`src/rtl/polar_sc_decoder_if.sv`:
```
// Frame handshake bundle between the LLR source, the SC decoder and the bit sink.
interface polar_sc_decoder_if #(
  parameter int unsigned N     = 8,
  parameter int unsigned WIDTH = 8
);
  logic [N*WIDTH-1:0] llr_in;
  logic               in_valid;
  logic               in_ready;
  logic [N-1:0]       u_hat;
  logic               out_valid;
  logic               out_ready;
  logic               busy;

  // Source of frames / sink of decisions
  modport master (
    output llr_in, in_valid, out_ready,
    input  in_ready, u_hat, out_valid, busy
  );

  // Decoder side
  modport slave (
    input  llr_in, in_valid, out_ready,
    output in_ready, u_hat, out_valid, busy
  );
endinterface

```
`src/rtl/polar_sc_decoder.sv`:
```
// Successive-cancellation polar decoder: one tree node (f or g) per cycle,
// min-sum arithmetic, depth-first schedule, one frame in flight.
module polar_sc_decoder #(
  parameter int unsigned    N           = 8,
  parameter int unsigned    WIDTH       = 8,
  parameter logic [N-1:0]   FROZEN_MASK = N'(8'h17)
) (
  input  logic               clk,
  input  logic               rst,
  polar_sc_decoder_if.slave  bus
);

  localparam int unsigned NLOG      = $clog2(N);
  localparam int unsigned HALF      = N / 2;
  localparam int unsigned IW        = NLOG;
  localparam int unsigned LW        = $clog2(NLOG + 1);
  localparam int unsigned SW        = $clog2(2 * N);
  localparam int unsigned LAST_STEP = 2 * N - 3;

  localparam logic signed [WIDTH-1:0] LLR_MAX     = {1'b0, {(WIDTH-1){1'b1}}};
  localparam logic signed [WIDTH-1:0] LLR_NMAX    = -LLR_MAX;
  localparam logic        [WIDTH-1:0] LLR_MIN_RAW = {1'b1, {(WIDTH-1){1'b0}}};

  typedef enum logic [1:0] {S_IDLE, S_DECODE, S_DONE} state_t;

  state_t r_state;
  state_t w_state_nxt;

  // LLR storage: level k holds the 2^k LLRs of the node currently open at that size
  logic signed [WIDTH-1:0] r_llr [1:NLOG][0:N-1];
  // Partial sums: level m holds the re-encoded bits of the last finished left child of size 2^m
  logic [N-1:0]            r_ps  [0:NLOG-1];

  logic [SW-1:0]  r_step;
  logic [IW-1:0]  r_leaf;
  logic [LW-1:0]  r_lvl;
  logic           r_is_g;
  logic [N-1:0]   r_bits;

  logic           r_in_ready;
  logic           r_out_valid;
  logic           r_busy;
  logic [N-1:0]   r_u_hat;

  logic                    w_accept;
  logic                    w_last;
  logic                    w_in_ready_nxt;
  logic                    w_out_valid_nxt;
  logic                    w_busy_nxt;
  logic signed [WIDTH-1:0] w_a   [0:HALF-1];
  logic signed [WIDTH-1:0] w_b   [0:HALF-1];
  logic signed [WIDTH-1:0] w_res [0:HALF-1];
  logic [HALF-1:0]         w_s;
  logic                    w_leaf_dec;
  logic                    w_u;
  logic [N-1:0]            w_bits_nxt;
  logic [N-1:0]            w_vec [0:NLOG-1];
  logic [NLOG-1:0]         w_ps_we;
  logic                    w_run;
  logic [IW-1:0]           w_leaf_inc;
  logic [LW-1:0]           w_ctz;
  logic                    w_found;
  logic [LW-1:0]           w_g_lvl;

  // Min-sum check-node update; zero counts as positive
  function automatic logic signed [WIDTH-1:0] f_minsum(
    input logic signed [WIDTH-1:0] a,
    input logic signed [WIDTH-1:0] b
  );
    logic signed [WIDTH-1:0] abs_a;
    logic signed [WIDTH-1:0] abs_b;
    logic signed [WIDTH-1:0] m;
    abs_a = a[WIDTH-1] ? -a : a;
    abs_b = b[WIDTH-1] ? -b : b;
    m     = (abs_a < abs_b) ? abs_a : abs_b;
    return (a[WIDTH-1] ^ b[WIDTH-1]) ? -m : m;
  endfunction

  // Variable-node update with one guard bit, saturated back to the symmetric range
  function automatic logic signed [WIDTH-1:0] g_sat(
    input logic signed [WIDTH-1:0] a,
    input logic signed [WIDTH-1:0] b,
    input logic                    s
  );
    logic signed [WIDTH:0] ea;
    logic signed [WIDTH:0] eb;
    logic signed [WIDTH:0] sum;
    ea  = (WIDTH+1)'(a);
    eb  = (WIDTH+1)'(b);
    sum = s ? (eb - ea) : (eb + ea);
    if (sum > (WIDTH+1)'(LLR_MAX)) begin
      return LLR_MAX;
    end else if (sum < (WIDTH+1)'(LLR_NMAX)) begin
      return LLR_NMAX;
    end
    return WIDTH'(sum);
  endfunction

  // Fold the asymmetric most-negative code onto the symmetric range
  function automatic logic signed [WIDTH-1:0] clamp_llr(input logic [WIDTH-1:0] x);
    return (x == LLR_MIN_RAW) ? LLR_NMAX : $signed(x);
  endfunction

  // State register
  always_ff @(posedge clk) begin
    if (rst) begin
      r_state <= S_IDLE;
    end else begin
      r_state <= w_state_nxt;
    end
  end

  // Next-state logic
  always_comb begin
    w_state_nxt = r_state;
    case (r_state)
      S_IDLE:   if (bus.in_valid)                w_state_nxt = S_DECODE;
      S_DECODE: if (r_step == SW'(LAST_STEP))    w_state_nxt = S_DONE;
      S_DONE:   if (bus.out_ready)               w_state_nxt = S_IDLE;
      default:                                   w_state_nxt = S_IDLE;
    endcase
  end

  // Output / strobe decode; handshake outputs follow the upcoming state
  always_comb begin
    w_accept        = 1'b0;
    w_last          = 1'b0;
    w_in_ready_nxt  = 1'b0;
    w_out_valid_nxt = 1'b0;
    w_busy_nxt      = 1'b0;
    w_accept        = (r_state == S_IDLE) && bus.in_valid;
    w_last          = (r_state == S_DECODE) && (r_step == SW'(LAST_STEP));
    w_in_ready_nxt  = (w_state_nxt == S_IDLE);
    w_out_valid_nxt = (w_state_nxt == S_DONE);
    w_busy_nxt      = (w_state_nxt == S_DECODE);
  end

  // Registered handshake outputs and decoded word
  always_ff @(posedge clk) begin
    if (rst) begin
      r_in_ready  <= 1'b1;
      r_out_valid <= 1'b0;
      r_busy      <= 1'b0;
      r_u_hat     <= '0;
    end else begin
      r_in_ready  <= w_in_ready_nxt;
      r_out_valid <= w_out_valid_nxt;
      r_busy      <= w_busy_nxt;
      if (w_accept) begin
        r_u_hat <= '0;
      end else if (w_last) begin
        r_u_hat <= w_bits_nxt;
      end
    end
  end

  // Operand fetch from the level currently being split
  always_comb begin
    for (int j = 0; j < int'(HALF); j++) begin
      w_a[j] = '0;
      w_b[j] = '0;
    end
    w_s = '0;
    for (int k = 1; k <= int'(NLOG); k++) begin
      if (r_lvl == LW'(k)) begin
        for (int j = 0; j < (1 << (k - 1)); j++) begin
          w_a[j] = r_llr[k][j];
          w_b[j] = r_llr[k][j + (1 << (k - 1))];
          w_s[j] = r_ps[k-1][j];
        end
      end
    end
  end

  // Node arithmetic, all elements in parallel
  always_comb begin
    for (int j = 0; j < int'(HALF); j++) begin
      w_res[j] = r_is_g ? g_sat(w_a[j], w_b[j], w_s[j]) : f_minsum(w_a[j], w_b[j]);
    end
  end

  // Leaf decision, partial-sum butterfly and traversal bookkeeping
  always_comb begin
    w_leaf_dec = (r_state == S_DECODE) && (r_lvl == LW'(1));
    w_u        = ~FROZEN_MASK[r_leaf] & w_res[0][WIDTH-1];
    w_bits_nxt = r_bits | (N'(w_u) << r_leaf);

    for (int m = 0; m < int'(NLOG); m++) begin
      w_vec[m] = '0;
    end
    w_vec[0] = N'(w_u);
    for (int m = 0; m < int'(NLOG) - 1; m++) begin
      for (int j = 0; j < (1 << m); j++) begin
        w_vec[m+1][j]            = r_ps[m][j] ^ w_vec[m][j];
        w_vec[m+1][j + (1 << m)] = w_vec[m][j];
      end
    end

    // A finished subtree of size 2^m is stored where the leaf index has its lowest zero bit
    w_ps_we = '0;
    w_run   = w_leaf_dec;
    for (int m = 0; m < int'(NLOG); m++) begin
      w_ps_we[m] = w_run & ~r_leaf[m];
      w_run      = w_run & r_leaf[m];
    end

    // Next leaf restarts at the level of the deepest shared ancestor, with a g
    w_leaf_inc = r_leaf + IW'(1);
    w_ctz      = '0;
    w_found    = 1'b0;
    for (int b = 0; b < int'(IW); b++) begin
      if (!w_found) begin
        if (w_leaf_inc[b]) begin
          w_found = 1'b1;
        end else begin
          w_ctz = w_ctz + LW'(1);
        end
      end
    end
    w_g_lvl = w_ctz + LW'(1);
  end

  // Schedule counters, decided bits and partial sums
  always_ff @(posedge clk) begin
    if (rst || w_accept) begin
      r_step <= '0;
      r_leaf <= '0;
      r_lvl  <= LW'(NLOG);
      r_is_g <= 1'b0;
      r_bits <= '0;
      for (int m = 0; m < int'(NLOG); m++) begin
        r_ps[m] <= '0;
      end
    end else if (r_state == S_DECODE) begin
      r_step <= r_step + SW'(1);
      if (w_leaf_dec) begin
        r_bits <= w_bits_nxt;
        r_leaf <= w_leaf_inc;
        r_lvl  <= w_g_lvl;
        r_is_g <= 1'b1;
        for (int m = 0; m < int'(NLOG); m++) begin
          if (w_ps_we[m]) begin
            r_ps[m] <= w_vec[m];
          end
        end
      end else begin
        r_lvl  <= r_lvl - LW'(1);
        r_is_g <= 1'b0;
      end
    end
  end

  // LLR storage: channel capture on accept, child LLRs written during decode
  always_ff @(posedge clk) begin
    if (w_accept) begin
      for (int i = 0; i < int'(N); i++) begin
        r_llr[NLOG][i] <= clamp_llr(bus.llr_in[i*WIDTH +: WIDTH]);
      end
    end else if (r_state == S_DECODE) begin
      for (int k = 2; k <= int'(NLOG); k++) begin
        if (r_lvl == LW'(k)) begin
          for (int j = 0; j < (1 << (k - 1)); j++) begin
            r_llr[k-1][j] <= w_res[j];
          end
        end
      end
    end
  end

  assign bus.in_ready  = r_in_ready;
  assign bus.out_valid = r_out_valid;
  assign bus.busy      = r_busy;
  assign bus.u_hat     = r_u_hat;

endmodule
```
`src/flat_wrapper.sv`:
```
// flat-port wrapper written by rule: the top's interface ports become plain ports
module polar_sc_decoder_flat 
#(
  parameter int unsigned    N           = 8,
  parameter int unsigned    WIDTH       = 8,
  parameter logic [N-1:0]   FROZEN_MASK = N'(8'h17)
)
  (clk, rst, bus_llr_in, bus_in_valid, bus_out_ready, bus_in_ready, bus_u_hat, bus_out_valid, bus_busy);
  polar_sc_decoder_if #(.N(N), .WIDTH(WIDTH)) bus_i ();
  input  logic clk;
  input  logic rst;
  input wire logic [$bits(bus_i.llr_in)-1:0] bus_llr_in;
  input wire logic [$bits(bus_i.in_valid)-1:0] bus_in_valid;
  input wire logic [$bits(bus_i.out_ready)-1:0] bus_out_ready;
  output wire logic [$bits(bus_i.in_ready)-1:0] bus_in_ready;
  output wire logic [$bits(bus_i.u_hat)-1:0] bus_u_hat;
  output wire logic [$bits(bus_i.out_valid)-1:0] bus_out_valid;
  output wire logic [$bits(bus_i.busy)-1:0] bus_busy;
  assign bus_i.llr_in = bus_llr_in;
  assign bus_i.in_valid = bus_in_valid;
  assign bus_i.out_ready = bus_out_ready;
  assign bus_in_ready = bus_i.in_ready;
  assign bus_u_hat = bus_i.u_hat;
  assign bus_out_valid = bus_i.out_valid;
  assign bus_busy = bus_i.busy;
  polar_sc_decoder #(.N(N), .WIDTH(WIDTH), .FROZEN_MASK(FROZEN_MASK)) u_core (.clk(clk), .rst(rst), .bus(bus_i));
endmodule
```
`config.mk`:
```
export PLATFORM = sky130hd
export DESIGN_NAME = polar_sc_decoder_flat
export DESIGN_NICKNAME = d
export VERILOG_FILES = /design/src/rtl/polar_sc_decoder_if.sv /design/src/rtl/polar_sc_decoder.sv /design/src/flat_wrapper.sv
export SDC_FILE = /design/constraint.sdc
export NUM_CORES = 1
export LEC_CHECK = 0
export ABC_AREA = 1
export BUFFER_PORTS_ARGS = -buffer_cell sky130_fd_sc_hd__buf_4
export CAP_MARGIN = 10
export CORE_MARGIN = 1.5
export CORE_UTILIZATION = 28
export CTS_CLUSTER_DIAMETER = 40
export DETAILED_ROUTE_END_ITERATION = 8
export GPL_TIMING_DRIVEN = 0
export PLACE_DENSITY = 0.42
export RECOVER_POWER = 100
export SLEW_MARGIN = 20
export SYNTH_ARGS = -nofsm -noshare
export SYNTH_HDL_FRONTEND = slang
export SYNTH_SLANG_ARGS = --single-unit
```
`constraint.sdc`:
```
create_clock -name clk -period 9.1 [get_ports clk]
set_clock_uncertainty 0.2 [all_clocks]
set_input_delay 0.91 -clock clk [delete_from_list [all_inputs] [get_ports clk]]
set_output_delay 0.91 -clock clk [all_outputs]
set_load 0.1 [all_outputs]
```
After elaboration in Yosys (flattened, before gate mapping)
Memory sizes are Yosys's and may differ from the RTL's. A register that Yosys moved wholly into a read port is not among the register bits.
Cells that the tools add are included.
{ "op_classes": {"addsub": 26, "bitwise": 21, "n_lt_le_gt_ge": 13, "reduce_logical": 10, "n_shift": 1, "mux": 114, "n_eq_ne": 16} }
{ "ops": {"columns": ["cell", "n"], "rows": [
  ["$mux W8", 42],
  ["$mux W64", 2],
  ["$reduce_or A64 Y1", 2],
  ["$neg A8 Y8", 12],
  ["$eq A8 B8 Y1 const B", 8],
  ["$mux W32", 2],
  ["$mux W1", 42],
  ["$add A8 B8 Y9", 4],
  ["$gt A9 B8 Y1 const B", 4],
  ["$lt A9 B8 Y1 const B", 4],
  ["$mux W9", 4],
  ["$sub A8 B8 Y9", 4],
  ["$lt A8 B8 Y1", 4],
  ["$mux W16", 2],
  ["$mux W2", 12],
  ["$mux W4", 4],
  ["$mux W3", 3],
  ["$eq A2 B2 Y1 const B", 4],
  ["$or A8 B8 Y8", 1],
  ["$shl A1 B3 Y8", 1],
  ["$xor A1 B1 Y1", 7],
  ["$and A1 B1 Y1", 6],
  ["$eq A2 B1 Y1 const B", 3],
  ["$pmux W2 S3", 1],
  ["14 further kinds", 23]
]} }
{ "totals": {"mem_bits_ro": 8, "mem_count": 3, "output_inout_bits": 11, "ramBits": 204, "elab_cells": 214, "inputBits": 68, "reg_bits": 31} }
{ "mem_list": {"columns": ["memory", "words", "word_bits", "rd", "rd_clocked_by_memory_dff", "wr", "line_no", "rtl"], "rows": [
  ["u_core.r_llr", 3, 64, 3, 0, 1, "polar_sc_decoder.sv:30", "logic signed [WIDTH-1:0] r_llr [1:NLOG][0:N-1];"],
  ["u_core.r_ps", 3, 4, 3, 0, 3, "polar_sc_decoder.sv:32", "logic [N-1:0] r_ps [0:NLOG-1];"],
  ["(name not given)", 8, 1, 1, 1, 0, "polar_sc_decoder.sv:185", "w_u = ~FROZEN_MASK[r_leaf] & w_res[0][WIDTH-1];"]
]} }

Logic depth before layout (Yosys ltp)
{ "depth": {"word_depth": 15, "depth_mapped": 36, "depth_no_buf": 35} }

Worst setup path before layout
OpenSTA, ideal clock, no wires.
{ "synth_timing": {"path_type": "register -> register", "startpoint": "reg u_core.r_lvl[0]", "endpoint": "reg u_core.r_llr[0][118] (netlist name)", "path_buffers": 3, "t_arrival_ns": 4.004, "path_stages_with_launch": 27, "synth_period_minus_slack_ns": 4.467, "path_slack_ns": 4.633, "cell_sequence": "dfxtp_1 inv_1 ha_1 buf_6 inv_6 nor2_8 buf_6 a22oi_2 ha_1 nand2_1 nor2_1 nand3_1 xnor2_1 o21ai_0 ha_1 nand2_1 o211ai_1 xor2_1 clkbuf_1 nand2_1 o21ai_0 inv_1 ha_1 nand3_1 nand2_1 a21oi_1 a21oi_1"} }
{ "synth_rtl": {"columns": ["element", "line_no", "rtl"], "rows": [
  ["start, declared", "polar_sc_decoder.sv:36", "logic [LW-1:0] r_lvl;"],
  ["start signal, assigned", "polar_sc_decoder.sv:228", "r_lvl <= LW'(NLOG);"],
  ["start signal, assigned", "polar_sc_decoder.sv:239", "r_lvl <= w_g_lvl;"],
  ["start signal, assigned", "polar_sc_decoder.sv:247", "r_lvl <= r_lvl - LW'(1);"]
]} }

==> run summary <==
CP max-delay cell -> clkbuf_1
Filler cells -> 4508
FMAX -> 144 MHz
# Post-CTS Setup Buffers -> 0
CTS root buf -> clkbuf_16
Hold Path Stages -> 2
vias in the first global route -> 9870
static leakage -> 5.96 nW
WS Path Type -> reg -> reg
DRC Markers -> 0
CP Launch Type -> flop
final setup vio count -> 0
num ports -> 79
final hold vios -> 0
vias after detailed routing -> 10200
r2r worst-path depth -> 27
met3 routed WL -> 977 µm
CTS tree -> built
first-pass GRT wire length -> 53900 µm
status -> finished with violations
sequential cell area -> 4210 µm²
Yosys reg bits -> 151
vias per cell -> 4.67
slew margin rel. -> -77.8%
Non-Filler Instances -> 2193
WL final -> 33900 µm
Routed Antenna Nets -> 0
Initial Util -> 28.3%
Slew Viols, Final -> 74
min Tclk post-route -> 6.95 ns
HP Class -> reg -> reg
# nets final -> 1803
Logic pwr share -> 43.4%
CP peak stage delay -> 0.71 ns
Final period util -> 76.3%
total gr overflow -> 0
layout cell share with drive strength beyond 1 -> 10.6%
Max Buffers Root-to-Sink -> 2
DR pass1 iterations -> 5
post-placement cell count -> 2161
RePlAce Congestion -> 0.861
Worst-path clk slew -> 0.07 ns
TritonCTS Buffers -> 17
Max Used Layer -> met4
Synth Flop Type -> edfxtp_1
worst slew pin tran -> 2.67 ns
clk_lat worst skew -> 0.48 ns
Std-Cell Core Area -> 41900 µm²
WP data required -> 9.13 ns
Met1 Wirelength -> 16400 µm
Sink Count -> 151
Post-CTS Hold Fix Bufs -> 0
critical path arrival -> 6.97 ns
Cells after Synth -> 1541
area grow syn2layout -> 13.6%
syn_nets -> 1703
Diodes inserted -> 0
crit-path most repeated cell -> inv_1
CTS resizes -> 0
Sw Ratio -> 40.9%
Synth async-reset ratio -> 0%
Distinct cells, synth -> 56
syn avg cell area -> 7.70 µm²
Die ar. -> 43600 µm²
Avg WL per Cell -> 15.5 µm
number of synthesis warnings -> 0
cell area power density -> 206 nW/µm²
synthesized cell area -> 11900 µm²
largest net degree at the start of global routing -> 48
Peak VDD IR -> 0.150 mV
critical path peak fanout -> 10
row count -> 75
area of the multi-input gates -> 6420 µm²
Fin Setup TNS -> 0 ns
DP Wirelength -> 27000 µm
Flop pwr share -> 31.3%
Post-synth EDFFs -> 119
Iter 0 DRT Violations -> 441
maxcap violations -> 2
Die W -> 209 µm
P_int -> 1.64 mW
register area share after synthesis -> 35.5%
flop-to-flop setup slack -> 2.15 ns
failing checks -> max-capacitance violations, max-slew violations
initial antenna violation count -> 0
htree depth -> 4
sw power -> 1.14 mW
element type at the critical path end -> flop
RSZ-0062 raised after global routing -> false
met2 WL -> 15800 µm
gr usage total -> 16.2%
Clk pwr share -> 25.2%
height of the die -> 209 µm
port buffer count -> 78
final cells by class:
cell class | count | area share (%)
tap | 539 | 5.01
clock buffer | 18 | 3.26
multi-input combinational | 1113 | 47.6
inverter | 191 | 5.39
clock inverter | 14 | 0.929
timing repair buffer | 81 | 3.59
sequential | 151 | 31.3
buffer | 86 | 2.90
flip-flops by register name, indices dropped and copies added (netlist names), named ones only:
name                  cells
u_core.bus.in_ready       1
u_core.bus.u_hat          8
u_core.r_leaf             3
u_core.r_lvl              2
u_core.bus.out_valid      1
u_core.bus.busy           1
u_core.r_bits             8
u_core.r_ps               7
u_core.r_step             4
u_core.r_llr            112
u_core.r_is_g             1
u_core.r_state            2
layout by cell type, fill, tap and decap left out, types with 7 or more instances in the layout:
cell type,count
nand2_1,404
nor3_1,12
buf_6,8
a21oi_1,78
dfxtp_1,32
nor2_2,11
nand3_1,85
clkbuf_4,38
a21o_1,7
nand2_2,14
nor2_4,7
buf_4,11
nor4_1,12
xnor2_1,24
inv_1,177
o21ai_1,17
xor2_1,35
a31oi_1,10
clkbuf_1,107
edfxtp_1,119
nand3_2,22
clkbuf_16,17
ha_1,90
a31o_2,8
nand4_1,11
nor2_1,81
o21ai_0,115
a32oi_1,9
worst max-delay path: cells and delay by family, from the launching register on:
family / cells / cell delay (ns)
compound gates: 6 / 1.18
fa+ha+maj: 4 / 0.91
buf+inv: 10 / 2.57
flops: 1 / 0.33
xor+xnor: 2 / 0.57
simple gates: 5 / 0.91
logic make-up (layout without fill, tap and decap cells):
family	count (synthesis)	after routing	share of synthesized area [%]
adder cells (fa/ha/maj)	94	94	10.2
flip-flops	151	151	35.5
AND/OR/NAND/NOR	681	681	26.7
multiplexers	2	2	0.169
buffers and inverters	277	390	9.67
AO/OA/AOI/OAI	276	276	13.3
XOR/XNOR	60	60	4.49
synth_stat cells, types with 7 or more instances:
cell type | n | area [µm²]
nor2_2 | 11 | 68.8
inv_1 | 178 | 668
dfxtp_1 | 32 | 641
nor2_1 | 76 | 285
a31oi_1 | 10 | 62.6
nand3_2 | 24 | 240
buf_6 | 11 | 124
xor2_1 | 35 | 307
a31o_2 | 8 | 70.1
edfxtp_1 | 119 | 3570
a21oi_1 | 78 | 390
nand2_1 | 401 | 1510
nor3_1 | 11 | 55.1
xnor2_1 | 24 | 210
o21ai_0 | 106 | 531
nand4_1 | 11 | 68.8
nor2_4 | 11 | 124
nand2_2 | 17 | 106
clkbuf_1 | 69 | 259
ha_1 | 90 | 1130
a32oi_1 | 9 | 78.8
a21o_1 | 7 | 52.6
nor4_1 | 12 | 75.1
nand3_1 | 82 | 410
o21ai_1 | 26 | 130
routing by layer:
| layer | vias to the layer above | global-route usage (%) |
|---|---|---|
| met5 | - | 0 |
| met4 | 0 | 6.42 |
| met3 | 42 | 2.87 |
| met2 | 151 | 26.6 |
| met1 | 4732 | 21.1 |
| li1 | 5322 | - |
final timing paths:
path / from / to
setup reg to reg: u_core.r_lvl[0]$_SDFFE_PP1P_ / u_core.r_llr[0][177]$_DFFE_PP_
setup / recovery: u_core.r_lvl[0]$_SDFFE_PP1P_ / u_core.r_llr[0][177]$_DFFE_PP_
hold / removal: u_core.r_bits[0]$_SDFFE_PP0P_ / u_core.r_bits[0]$_SDFFE_PP0P_
hold reg to reg: u_core.r_bits[0]$_SDFFE_PP0P_ / u_core.r_bits[0]$_SDFFE_PP0P_
through the flow:
stage / util [%] / power [mW] / cell area [µm²] / worst slack, ns / hold WS [ns]
after global placement: 31.3 / 2.11 / 13100 / 3.55 / 0.244
after floorplan: - / 1.77 / 11900 / 4.63 / 0.235
after CTS: 32.9 / 2.83 / 13800 / 3.51 / 0.260
final: 32.2 / 2.77 / 13500 / 2.15 / 0.264
after global routing: 32.2 / 3.01 / 13500 / 1.55 / 0.300
after detailed placement: 31.5 / 2.11 / 13200 / 3.56 / 0.250
power groups by stage:
stage               Sequential [mW]  Combinational, mW  Clock, mW
floorplan                     0.877              0.898          0
finish                        0.869               1.21      0.700
detailed placement            0.884               1.23          0
global route                  0.874               1.38      0.752
CTS                           0.869               1.23      0.731
global placement              0.886               1.22          0
Power figures use the tool's default switching activity.
